--- src/rtl/mem_arbiter_pkg.sv ---
// ---------------------------------------------------------------------------
// mem_arbiter_pkg
// Shared definitions for the instruction-fetch / load-store memory arbiter:
//   - FSM state encodings (IDLE=0, ISSUE=1, WAIT=2)
//   - transaction owner encodings (OWN_IF=0, OWN_D=1)
//   - default memory latency and starvation limit
//   - cnt_width(): bits needed for a counter that must hold 0..max_val
// ---------------------------------------------------------------------------
package mem_arbiter_pkg;

    typedef enum logic [1:0] {
        ST_IDLE  = 2'd0,
        ST_ISSUE = 2'd1,
        ST_WAIT  = 2'd2
    } state_t;

    typedef enum logic {
        OWN_IF = 1'b0,
        OWN_D  = 1'b1
    } owner_t;

    localparam int DEF_MEM_LAT    = 2;
    localparam int DEF_STARVE_MAX = 4;

    // Never returns less than 1 so degenerate parameters still give a legal vector.
    function automatic int cnt_width(input int max_val);
        return (max_val < 2) ? 1 : $clog2(max_val + 1);
    endfunction

endpackage

--- src/rtl/mem_arb_pick.sv ---
// ---------------------------------------------------------------------------
// mem_arb_pick
// Winner selection between the fetch and data requesters, plus the
// saturating starvation counter that guarantees fetch progress.
//
// Ports:
//   clk      in   clock, rising edge
//   rst      in   synchronous active-high reset (clears starve count)
//   if_req   in   fetch request level
//   d_req    in   data request level
//   take     in   the arbiter is accepting the current winner this cycle
//   pick_d   out  1 = data wins, 0 = fetch wins (combinational)
//   any_req  out  at least one request is pending (combinational)
// ---------------------------------------------------------------------------
module mem_arb_pick
    import mem_arbiter_pkg::*;
#(
    parameter int STARVE_MAX = DEF_STARVE_MAX
) (
    input  logic clk,
    input  logic rst,
    input  logic if_req,
    input  logic d_req,
    input  logic take,
    output logic pick_d,
    output logic any_req
);

    localparam int SCW = cnt_width(STARVE_MAX);

    logic [SCW-1:0] r_starve_cnt;
    logic [SCW-1:0] r_starve_cnt_next;
    logic           w_starved;

    assign w_starved = (r_starve_cnt == SCW'(STARVE_MAX));
    // Data has priority unless fetch has already waited through STARVE_MAX data wins.
    assign pick_d    = d_req && !(if_req && w_starved);
    assign any_req   = if_req | d_req;

    always_comb begin
        r_starve_cnt_next = r_starve_cnt;
        if (take) begin
            if (!pick_d) begin
                r_starve_cnt_next = '0;
            end else if (if_req && !w_starved) begin
                // Only a data win that actually made fetch wait counts.
                r_starve_cnt_next = r_starve_cnt + SCW'(1);
            end
        end
    end

    always_ff @(posedge clk) begin
        if (rst) begin
            r_starve_cnt <= '0;
        end else begin
            r_starve_cnt <= r_starve_cnt_next;
        end
    end

endmodule

--- src/rtl/mem_arbiter.sv ---
// ---------------------------------------------------------------------------
// mem_arbiter
// Serialises fetch and load/store accesses onto one synchronous memory with
// fixed read latency; one transaction in flight at a time. All outputs are
// registered and reset to 0.
//
// Ports:
//   clk, rst                    clock / synchronous active-high reset
//   if_req, if_addr             fetch request and address
//   if_gnt, if_rvalid, if_rdata fetch accept pulse, completion pulse, data
//   d_req, d_we, d_addr,
//   d_wdata, d_be               data request, write flag, address, data, strobes
//   d_gnt, d_rvalid, d_rdata    data accept pulse, completion pulse, read data
//   mem_en, mem_we, mem_be,
//   mem_addr, mem_wdata         memory command (mem_en is a 1-cycle strobe)
//   mem_rdata                   memory read data, MEM_LAT cycles after mem_en
// ---------------------------------------------------------------------------
module mem_arbiter
    import mem_arbiter_pkg::*;
#(
    parameter int AW         = 32,
    parameter int DW         = 32,
    parameter int MEM_LAT    = DEF_MEM_LAT,
    parameter int STARVE_MAX = DEF_STARVE_MAX
) (
    input  logic            clk,
    input  logic            rst,
    input  logic            if_req,
    input  logic [AW-1:0]   if_addr,
    output logic            if_gnt,
    output logic            if_rvalid,
    output logic [DW-1:0]   if_rdata,
    input  logic            d_req,
    input  logic            d_we,
    input  logic [AW-1:0]   d_addr,
    input  logic [DW-1:0]   d_wdata,
    input  logic [DW/8-1:0] d_be,
    output logic            d_gnt,
    output logic            d_rvalid,
    output logic [DW-1:0]   d_rdata,
    output logic            mem_en,
    output logic            mem_we,
    output logic [DW/8-1:0] mem_be,
    output logic [AW-1:0]   mem_addr,
    output logic [DW-1:0]   mem_wdata,
    input  logic [DW-1:0]   mem_rdata
);

    localparam int BW  = DW / 8;
    localparam int WCW = cnt_width(MEM_LAT - 1);

    state_t         r_state,     r_state_next;
    owner_t         r_owner,     r_owner_next;
    logic [WCW-1:0] r_wait_cnt,  r_wait_cnt_next;
    logic           r_if_gnt,    r_if_gnt_next;
    logic           r_d_gnt,     r_d_gnt_next;
    logic           r_if_rvalid, r_if_rvalid_next;
    logic           r_d_rvalid,  r_d_rvalid_next;
    logic [DW-1:0]  r_if_rdata,  r_if_rdata_next;
    logic [DW-1:0]  r_d_rdata,   r_d_rdata_next;
    logic           r_mem_en,    r_mem_en_next;
    logic           r_mem_we,    r_mem_we_next;
    logic [BW-1:0]  r_mem_be,    r_mem_be_next;
    logic [AW-1:0]  r_mem_addr,  r_mem_addr_next;
    logic [DW-1:0]  r_mem_wdata, r_mem_wdata_next;

    logic w_take;
    logic w_pick_d;
    logic w_any_req;

    mem_arb_pick #(
        .STARVE_MAX (STARVE_MAX)
    ) u_pick (
        .clk     (clk),
        .rst     (rst),
        .if_req  (if_req),
        .d_req   (d_req),
        .take    (w_take),
        .pick_d  (w_pick_d),
        .any_req (w_any_req)
    );

    always_comb begin
        r_state_next     = r_state;
        r_owner_next     = r_owner;
        r_wait_cnt_next  = r_wait_cnt;
        r_if_gnt_next    = 1'b0;
        r_d_gnt_next     = 1'b0;
        r_if_rvalid_next = 1'b0;
        r_d_rvalid_next  = 1'b0;
        r_if_rdata_next  = r_if_rdata;
        r_d_rdata_next   = r_d_rdata;
        r_mem_en_next    = 1'b0;
        r_mem_we_next    = r_mem_we;
        r_mem_be_next    = r_mem_be;
        r_mem_addr_next  = r_mem_addr;
        r_mem_wdata_next = r_mem_wdata;
        w_take           = 1'b0;

        case (r_state)
            ST_IDLE: begin
                // Outputs are registered, so the command and grant are set up
                // here and become visible during the ISSUE cycle.
                if (w_any_req) begin
                    w_take        = 1'b1;
                    r_mem_en_next = 1'b1;
                    r_state_next  = ST_ISSUE;
                    if (w_pick_d) begin
                        r_owner_next     = OWN_D;
                        r_d_gnt_next     = 1'b1;
                        r_mem_we_next    = d_we;
                        r_mem_be_next    = d_be;
                        r_mem_addr_next  = d_addr;
                        r_mem_wdata_next = d_wdata;
                    end else begin
                        r_owner_next     = OWN_IF;
                        r_if_gnt_next    = 1'b1;
                        r_mem_we_next    = 1'b0;
                        r_mem_be_next    = '1;
                        r_mem_addr_next  = if_addr;
                        r_mem_wdata_next = '0;
                    end
                end
            end
            ST_ISSUE: begin
                r_wait_cnt_next = WCW'(MEM_LAT - 1);
                r_state_next    = ST_WAIT;
            end
            ST_WAIT: begin
                if (r_wait_cnt == '0) begin
                    // mem_rdata is valid now; the response appears next cycle,
                    // which is also the next IDLE cycle.
                    r_state_next = ST_IDLE;
                    if (r_owner == OWN_D) begin
                        r_d_rvalid_next = 1'b1;
                        if (!r_mem_we) begin
                            r_d_rdata_next = mem_rdata;
                        end
                    end else begin
                        r_if_rvalid_next = 1'b1;
                        r_if_rdata_next  = mem_rdata;
                    end
                end else begin
                    r_wait_cnt_next = r_wait_cnt - WCW'(1);
                end
            end
            default: begin
                r_state_next = ST_IDLE;
            end
        endcase
    end

    always_ff @(posedge clk) begin
        if (rst) begin
            r_state     <= ST_IDLE;
            r_owner     <= OWN_IF;
            r_wait_cnt  <= '0;
            r_if_gnt    <= 1'b0;
            r_d_gnt     <= 1'b0;
            r_if_rvalid <= 1'b0;
            r_d_rvalid  <= 1'b0;
            r_if_rdata  <= '0;
            r_d_rdata   <= '0;
            r_mem_en    <= 1'b0;
            r_mem_we    <= 1'b0;
            r_mem_be    <= '0;
            r_mem_addr  <= '0;
            r_mem_wdata <= '0;
        end else begin
            r_state     <= r_state_next;
            r_owner     <= r_owner_next;
            r_wait_cnt  <= r_wait_cnt_next;
            r_if_gnt    <= r_if_gnt_next;
            r_d_gnt     <= r_d_gnt_next;
            r_if_rvalid <= r_if_rvalid_next;
            r_d_rvalid  <= r_d_rvalid_next;
            r_if_rdata  <= r_if_rdata_next;
            r_d_rdata   <= r_d_rdata_next;
            r_mem_en    <= r_mem_en_next;
            r_mem_we    <= r_mem_we_next;
            r_mem_be    <= r_mem_be_next;
            r_mem_addr  <= r_mem_addr_next;
            r_mem_wdata <= r_mem_wdata_next;
        end
    end

    assign if_gnt    = r_if_gnt;
    assign if_rvalid = r_if_rvalid;
    assign if_rdata  = r_if_rdata;
    assign d_gnt     = r_d_gnt;
    assign d_rvalid  = r_d_rvalid;
    assign d_rdata   = r_d_rdata;
    assign mem_en    = r_mem_en;
    assign mem_we    = r_mem_we;
    assign mem_be    = r_mem_be;
    assign mem_addr  = r_mem_addr;
    assign mem_wdata = r_mem_wdata;

endmodule

--- config.mk ---
export PLATFORM = sky130hd
export DESIGN_NAME = mem_arbiter
export DESIGN_NICKNAME = d
export VERILOG_FILES = /design/src/rtl/mem_arbiter_pkg.sv /design/src/rtl/mem_arb_pick.sv /design/src/rtl/mem_arbiter.sv
export SDC_FILE = /design/constraint.sdc
export NUM_CORES = 1
export LEC_CHECK = 0
export CAP_MARGIN = 20
export CORE_MARGIN = 5
export CORE_UTILIZATION = 43
export CTS_BUF_LIST = sky130_fd_sc_hd__clkbuf_16
export DETAILED_ROUTE_END_ITERATION = 16
export GPL_TIMING_DRIVEN = 0
export PLACE_DENSITY = 0.84
export SETUP_SLACK_MARGIN = 0.2
export SYNTH_ARGS = -nofsm -noshare
export SYNTH_HDL_FRONTEND = slang
export SYNTH_HIERARCHICAL = 1
export SYNTH_SLANG_ARGS = --single-unit
--- constraint.sdc ---
create_clock -name clk -period 5.1 [get_ports clk]
set_clock_uncertainty 0.2 [all_clocks]
set_input_delay 1.02 -clock clk [delete_from_list [all_inputs] [get_ports clk]]
set_output_delay 1.02 -clock clk [all_outputs]
set_load 0.1 [all_outputs]
Word-level counts from Yosys, hierarchy flattened
Index checks and enable logic that the tools add are counted.
- flip-flop bits (word level): 145
- bits in latches: 0
- RAM bits: 0
- memory bits (read-only): 0
- input port bits: 137
- output and inout port bits: 138
- memories kept: 0
- add/subtract/negate cells: 2
- multiply operators: 0
- divide/modulo/power cells: 0
- order comparisons: 0
- equal/unequal tests: 6
- shifts and indexed selects: 0
- mux-type cells: 17
- bitwise operators: 7
- reductions and logical operators: 14
- operators with widths (cell ; number):
    $mux 32 ; 2
    $mux 1 ; 8
    $mux 3 ; 2
    $not 1->1 ; 6
    $pmux 2 s3 ; 1
    $reduce_and 2->1 ; 3
    $reduce_or 3->1 ; 2
    $mux 2 ; 2
    $mux 4 ; 1
    $ne 2x2->1 const B ; 2
    $reduce_and 4->1 ; 1
    $add 3x1->3 const B ; 1
    $eq 3x3->1 const B ; 1
    $logic_and 1x1->1 ; 3
    $reduce_and 3->1 ; 1
    $eq 2x1->1 const B ; 1
    $eq 2x2->1 const B ; 1
    $logic_not 1->1 ; 2
    $logic_not 2->1 ; 1
    $ne 2x1->1 const B ; 1
    $pmux 1 s2 ; 1
    $reduce_bool 2->1 ; 1
    $or 1x1->1 ; 1
    $sub 1x1->1 const B ; 1

Longest topological paths before layout
Gate-level depths: netlist of the first run.
- word-level depth: 6
- depth in mapped cells: 8

Cells and area by module
The synthesis of the first run kept the hierarchy.
- by module, submodules not included (module ; instances ; cells each ; area an instance (um^2)):
    mem_arbiter ; 1 ; 548 ; 5172.5
    mem_arb_pick ; 1 ; 25 ; 205.2

Least setup slack after synthesis of the first run
OpenSTA, ideal clock, no wires.
- path kind: input-to-reg
- from: input port if_req
- to: register u_pick.r_starve_cnt[2]
- setup time: 70 ps
- data arrival time: 2389 ps
- required time: 4830 ps
- slack: 2441 ps
- cell stages on the path: 7
- path buffers: 1
- path through: or2_2 nand2_2 inv_2 clkbuf_1 inv_1 or4_1 a21oi_1
- cells in the longest elaborated chain, start to end: 5
- elaborated cells on any way between the ends: 10
- ends and longest elaborated chain (element ; RTL line ; source):
    start, declared ; mem_arbiter.sv:28 ; input logic if_req,
    $logic_and 1x1->1 ; mem_arb_pick.sv:37 ; assign pick_d = d_req && !(if_req && w_starved);
    $logic_not 1->1 ; mem_arb_pick.sv:37 ;
    $logic_and 1x1->1 ; mem_arb_pick.sv:37 ;
    $ne 2x2->1 (no line) ; - ;
    $reduce_and 2->1 (no line) ; - ;
    end signal, assigned ; mem_arb_pick.sv:56 ; r_starve_cnt <= r_starve_cnt_next;
    end, declared ; mem_arb_pick.sv:31 ; logic [SCW-1:0] r_starve_cnt;
Parallel ways exist; a longest one is shown, timed or not.
A chain may end at the register's enable or synchronous reset.

Worst setup path after layout of the first run
- from: input port d_req
- to: register u_pick.r_starve_cnt[2]
- cells in the longest elaborated chain, start to end: 4
- elaborated cells on any way between the ends: 7
- ends and longest elaborated chain (element ; RTL line ; source):
    start, declared ; mem_arbiter.sv:33 ; input logic d_req,
    $or 1x1->1 ; mem_arb_pick.sv:38 ; assign any_req = if_req | d_req;
    via w_any_req ; mem_arbiter.sv:69 ; logic w_any_req;
    $mux 1 ; mem_arbiter.sv:104 ; if (w_any_req) begin
    $mux 1 ; mem_arbiter.sv:100 ; case (r_state)
    $reduce_and 2->1 (no line) ; - ;
The timed path passes the listed nets, and every way through them passes these cells.

==> reports/results.tsv, run 1 <==
stage	metric	value	unit
run_status	status	finished clean	
synth	synth.area.top_cells	dfxtp_1 (54%), nand2_1 (9.0%), mux2i_1 (6.3%)	
worst_setup_path	cp.required	5.24	ns
pwr	powerDensity	445	nW/um2
synth	synth-compound-area-share	17.1	%
floorplan	die_h	122	um
layout	layout.nets	1009	
floorplan	pin_count	275	
global_route	grt-ovfl-total	0	
worst_setup_path	critPathMaxFanout	12	
drt	routed_wl	18.3	mm
synth	synthMuxAreaShare	6.33	%
pwr	leakagePower	3.38	nW
timing	hold_viol	0	
clocking	cts_hold_buffers	0	
worst_setup_path	crit_end	u_pick/r_starve_cnt[2]$_SDFFE_PP0P_	
timing	max_freq	305	MHz
synth	synth_top_area_cell	dfxtp_1	
placement	place_hpwl	14.2	mm
layout	multi_input_area	2190	um2
timing	worst_slew_pin_slew	1.04	ns
worst_setup_path	regToRegEndpoint	u_pick/r_starve_cnt[2]$_SDFFE_PP0P_	
worst_setup_path	critPathKind	in -> reg	
drt	final_antenna_net_count	0	
layout	syn_to_final_growth	65.5	%
synth	synth_fp_nets	716	
synth	avgSynthCellArea	9.39	um2
synth	synth-simple-area-share	15.8	%
clocking	h-tree-depth	4	
worst_setup_path	crit_start	d_req	
synth	synth.distinct_cells	36	
global_route	grt_usage	24.4	%
clocking	path_clk_slew	0.06	ns
clocking	postCtsSetupBuffers	0	
worst_setup_path	crit_slowest_cell	clkdlybuf4s50_1	
flow_run	max-cap-violations	0	
global_route	grt_start_max_net_pins	17	
floorplan	row_count	40	
floorplan	dieArea	14800	um2
placement	place.gp.congestion	0.827	
clocking	insertion_delay	0.42	ns
global_route	grt_first_pass_wirelength	28.4	mm
floorplan	die_width	122	um
drt	dr_total_vias	5373	
timing	grt_setup_unrepaired	false	
clocking	cts_sinks	145	
pwr	ir_drop	254	uV
timing	tns	0	ns
drt	drc	0	
layout	nFillCells	864	
worst_setup_path	worst_setup_path_end_kind	register	
layout	regArea	2900	um2
layout	drive_gt1_share	7.98	%
synth	synth_xor_area_share	0	%
clocking	cts_tree	yes	
worst_setup_path	crit_arrival	3.42	ns
clocking	cts_buffers	17	
synth	synthAdderAreaFrac	1.40	%
drt	drtIter0Drc	371	
synth	synth_top_family_by_area	compound AO/OA/AOI/OAI gates	
clocking	cts_buffer_depth	2	
global_route	antenna_found_initial	0	
timing	finalMaxSlewViolations	0	
synth	yosysTopAreaCellShare	54.0	%
clocking	cts_resized	0	
drt	avgRoutedWirePerCell	17.5	um
global_route	grt_pass1_vias	5616	
worst_setup_path	cp-start-kind	input pin	
synth	ys_seq_area_share	54.0	%
floorplan	start_util	44.4	%
worst_setup_path	rrSetupSlack	2.53	ns
worst_setup_path	critPathMaxStageDelay	0.57	ns
placement	io_buffers	274	
timing	relSlewSlack	30.7	%
synth	synth.cell_area	5380	um2
timing	hold_ws	0.254	ns
synth	syn-instance-count	573	
clocking	root_buffer	clkbuf_16	
worst_setup_path	rr_startpoint	r_state[1]$_SDFFE_PP0P_	
drt	first_pass_iters	4	
min_path	hp-class	reg -> reg	
synth	ys_ff_latch	145	
timing	post-route-min-period	3.28	ns
worst_setup_path	path_cells	clkdlybuf4s50_1 -> or2_2 -> nand2_2 -> inv_2 -> clkbuf_1 -> inv_1 -> or4_1 -> a21oi_1	
timing	setup_violations	0	
synth	yosysWarnings	6	
layout	antennaDiodeCount	0	
worst_setup_path	ff2ff_path_depth	8	
drt	vias_per_cell	5.14	
timing	finalCritPeriodShare	64.2	%
floorplan	core_area	12100	um2
[cells in the final DEF, fill, tap and decap left out, drive strengths merged, types with 3 or more instances in the layout]
cell / n
nand2b: 4
a211oi: 33
nor3b: 7
a21oi: 67
mux2i: 34
nor2: 40
ha: 6
dfxtp: 145
nor3: 5
inv: 10
clkbuf: 26
clkinv: 7
buf: 35
clkdlybuf4s50: 274
a22o: 33
nand2: 130
bufinv: 3
[synth_stat cells (all sizes together)]
cell type / number
and4bb: 1
nand2b: 4
dfxtp: 145
a22o: 33
mux2i: 34
ha: 6
nor2b: 1
or2: 1
o31ai: 1
nand4: 2
nand4bb: 1
nor4bb: 1
a21boi: 1
a31oi: 1
buf: 35
or4: 1
nand2: 130
nor3b: 7
a21oi: 67
a211oi: 33
a21o: 1
a22oi: 1
clkbuf: 9
nor3: 5
or3b: 1
o21ai: 2
inv: 8
or2b: 1
nor2: 40
[worst max-delay path: cells and delay by family]
| family | cells | cell delay (ns) |
|---|---|---|
| AO/OA/AOI/OAI | 1 | 0.16 |
| buffers and inverters | 4 | 1.36 |
| AND/OR/NAND/NOR | 3 | 0.86 |
[sequential cells by signal (all words and copies together) (netlist names), 2 cells and up]
register	cells
mem_be	4
r_state	2
mem_addr	32
mem_wdata	32
u_pick/r_starve_cnt	3
if_rdata	32
d_rdata	32
[layout make-up]
type | count | share of cell area [%]
Clock inverter | 13 | 1.64
Sequential cell | 145 | 32.6
Clock buffer | 17 | 4.78
Buffer | 44 | 2.91
Inverter | 8 | 0.337
Multi-Input combinational cell | 376 | 24.6
Tap cell | 168 | 2.36
Timing Repair Buffer | 274 | 30.8
[metal layers]
metal	vias up	share of wire, %	track usage (%)
met3	42	11	9.61
met4	0	2.5	10.0
met1	2504	36	25.2
met5	-	0	0
li1	2549	-	-
met2	278	51	43.8
[kinds of logic after synthesis]
group	Yosys count
and+or+nand+nor	196
DFF	145
AOI/OAI and AO/OA	140
buffers and inverters	52
muxes	34
adders and majority gates	6
[stage by stage]
stage	instances	instance area (um2)	power (mW)	worst slack (ns)	utilization (%)
floorplan	573	5380	2.35	2.44	-
global placement	1015	8330	2.74	1.54	68.8
detailed placement	1015	8330	2.77	1.40	68.8
CTS	1045	8900	3.98	1.86	73.5
global route	1045	8900	4.10	1.70	73.5
finish	1045	8900	3.96	1.82	73.5
[power breakdown]
part,internal [mW],switching (mW),leakage [nW]
clock,0.755,0.461,0.285
sequential,1.25,0.0676,1.18
combinational,0.389,1.04,1.91
[worst min path at each step]
| stage | start | to | slack, ns | depth (start not counted) |
|---|---|---|---|---|
| global placement | if_rdata[17]$_SDFFE_PP0P_ | if_rdata[17]$_SDFFE_PP0P_ | 0.24 | 2 |
| floorplan | u_pick/r_starve_cnt[2]$_SDFFE_PP0P_ | u_pick/r_starve_cnt[2]$_SDFFE_PP0P_ | 0.26 | 2 |
| finish | d_rdata[1]$_SDFFE_PP0P_ | d_rdata[1]$_SDFFE_PP0P_ | 0.25 | 2 |
| CTS | d_rdata[1]$_SDFFE_PP0P_ | d_rdata[1]$_SDFFE_PP0P_ | 0.25 | 2 |
| global route | d_rdata[15]$_SDFFE_PP0P_ | d_rdata[15]$_SDFFE_PP0P_ | 0.27 | 2 |
| detailed placement | d_rdata[1]$_SDFFE_PP0P_ | d_rdata[1]$_SDFFE_PP0P_ | 0.25 | 2 |
Note: power is estimated with default switching activity, not from simulation.
==> inputs of run 2 (changes only) <==
--- a/config.mk
+++ b/config.mk
@@ -7,11 +7,11 @@
 export LEC_CHECK = 0
 export CAP_MARGIN = 20
 export CORE_MARGIN = 5
-export CORE_UTILIZATION = 43
+export CORE_UTILIZATION = 40
 export CTS_BUF_LIST = sky130_fd_sc_hd__clkbuf_16
 export DETAILED_ROUTE_END_ITERATION = 16
 export GPL_TIMING_DRIVEN = 0
-export PLACE_DENSITY = 0.84
+export PLACE_DENSITY = 0.79
 export SETUP_SLACK_MARGIN = 0.2
 export SYNTH_ARGS = -nofsm -noshare
 export SYNTH_HDL_FRONTEND = slang
==> constraint.sdc (replaced) <==
create_clock -name clk -period 3.2 [get_ports clk]
set_clock_uncertainty 0.2 [all_clocks]
set_input_delay 0.64 -clock clk [delete_from_list [all_inputs] [get_ports clk]]
set_output_delay 0.64 -clock clk [all_outputs]
set_load 0.1 [all_outputs]
==> run 2 against run 1 <==
  * Via count decreased by 2.0%
  * Flip-flop and latch count is the same
  * First-iteration DRC count decreased by 44%
  * Sequential share of layout area is essentially flat
  * Clock power up 54%
  * Worst setup slack got worse by 1.4 ns
  * Design area hardly changed
  * Non-clock buffer count unchanged
  * Core utilization shrank 6.0 points
  * Largest cell class unchanged
  * Register-to-register slack lost 1.8 ns
==> reports/results.tsv, run 2 (same netlist as run 1, synthesis figures left out) <==
stage	metric	value	unit
worst_setup_path	path_depth	8	
floorplan	start_util	40.8	%
clocking	cts_resized	0	
clocking	path_clk_slew	0.06	ns
timing	layout_setup_ws	0.384	ns
layout	antennaDiodeCount	0	
floorplan	core_area	13200	um2
worst_setup_path	crit_family	buffers and inverters	
layout	multi_input_area	2190	um2
timing	hold_ws	0.254	ns
floorplan	row_count	42	
placement	place.gp.congestion	0.789	
worst_setup_path	path_cells	clkdlybuf4s50_1 -> or2_2 -> nand2_2 -> inv_2 -> clkbuf_1 -> inv_1 -> or4_1 -> a21oi_1	
layout	final_cell_mix	clkdlybuf4s50_1 (274), dfxtp_1 (145), nand2_1 (129)	
placement	place_hpwl	13.7	mm
run_status	status	finished clean	
clocking	cts_buffers	17	
worst_setup_path	critPathMaxStageDelay	0.57	ns
min_path	hold_depth	2	
min_path	hp-class	reg -> reg	
drt	vias_per_cell	4.99	
drt	drc	0	
worst_setup_path	cp.required	3.34	ns
placement	pre_cts_slack	-0.0463	ns
placement	io_buffers	274	
clocking	root_buffer	clkbuf_16	
clocking	postCtsSetupBuffers	0	
global_route	grt_usage	21.3	%
worst_setup_path	cp-start-kind	input pin	
clocking	cts_tree	yes	
placement	place_inst	1023	
clocking	insertion_delay	0.41	ns
layout	layout.nets	1009	
drt	dr_total_vias	5265	
pwr	leakagePower	3.36	nW
floorplan	die_h	126	um
timing	max_freq	355	MHz
timing	finalMaxSlewViolations	0	
timing	setup_violations	0	
floorplan	die_width	126	um
flow_run	max-cap-violations	0	
global_route	grt_pass1_vias	5447	
timing	grt_setup_unrepaired	false	
worst_setup_path	critPathKind	in -> reg	
worst_setup_path	worst_setup_path_end_kind	register	
timing	worst_slew_pin_slew	1.04	ns
timing	finalCritPeriodShare	88.0	%
timing	relSlewSlack	30.3	%
floorplan	dieArea	15900	um2
worst_setup_path	critical_path_buf_inv_count	4	
layout	final_cells	1055	
timing	post-route-min-period	2.82	ns
timing	hold_viol	0	
global_route	antenna_found_initial	0	
layout	fin_util	67.5	%
drt	drtIter0Drc	209	
pwr	ir_drop	434	uV
drt	avgRoutedWirePerCell	16.6	um
drt	first_pass_iters	4	
drt	routed_wl	17.5	mm
clocking	cts_sinks	145	
layout	nFillCells	1059	
clocking	h-tree-depth	4	
pwr	powerDensity	702	nW/um2
layout	regArea	2900	um2
drt	final_antenna_net_count	0	
worst_setup_path	ff2ff_path_depth	8	
layout	drive_gt1_share	8.19	%
worst_setup_path	critPathMaxFanout	12	
floorplan	pin_count	275	
worst_setup_path	crit_arrival	2.95	ns
layout	syn_to_final_growth	65.7	%
clocking	cts_buffer_depth	2	
global_route	grt_start_max_net_pins	17	
worst_setup_path	crit_slowest_cell	clkdlybuf4s50_1	
global_route	grt-ovfl-total	0	
timing	tns	0	ns
worst_setup_path	rrSetupSlack	0.72	ns
global_route	grt_first_pass_wirelength	27.3	mm
clocking	cts_hold_buffers	0	
layout	final_common_cell	clkdlybuf4s50_1	
## run 2: changes by cell type in the layout (fill, tap and decap cells not counted), sizes merged
cell,previous run,this run
inv,10,11
clkinvlp,1,4
clkinv,7,6
bufinv,3,2
## run 2: area by class of cell
| class | count | area share [%] |
|---|---|---|
| plain buffers | 44 | 2.91 |
| well taps | 176 | 2.47 |
| clock inverters | 15 | 1.60 |
| repair buffers | 274 | 30.8 |
| inverters | 8 | 0.337 |
| flip-flops and latches | 145 | 32.6 |
| clock buffers | 17 | 4.78 |
| multi-input cells | 376 | 24.5 |
## run 2: per-stage QoR
step | cell area (um2) | power [mW]
floorplan | 5380 | 3.75
global placement | 8340 | 4.36
detailed placement | 8340 | 4.41
CTS | 8910 | 6.30
global route | 8910 | 6.49
finish | 8910 | 6.26
## run 2: worst paths after layout
check	from	endpoint
min reg2reg	d_rdata[24]$_SDFFE_PP0P_	d_rdata[24]$_SDFFE_PP0P_
max reg2reg	r_state[0]$_SDFFE_PP0P_	u_pick/r_starve_cnt[2]$_SDFFE_PP0P_
max	if_req	u_pick/r_starve_cnt[2]$_SDFFE_PP0P_
min	d_rdata[24]$_SDFFE_PP0P_	d_rdata[24]$_SDFFE_PP0P_
## run 2: routing by layer
layer | track usage [%] | vias up | wire length (um)
li1 | - | 2552 | -
met1 | 23.8 | 2453 | 7000
met2 | 37.4 | 228 | 8810
met3 | 6.94 | 32 | 1330
met4 | 9.02 | 0 | 398
met5 | 0 | - | 0
## run 2: tightest hold or removal path, cell delays in order (launching register included)
cell,delay (ns)
dfxtp_1,0.31
nand2_1,0.05
a21oi_1,0.05
## run 2: report_power, final
part / internal [mW] / total, mW / switching (mW)
combinational: 0.620 / 2.28 / 1.66
clock: 1.14 / 1.88 / 0.745
sequential: 1.99 / 2.10 / 0.109
total: 3.75 / 6.26 / 2.51
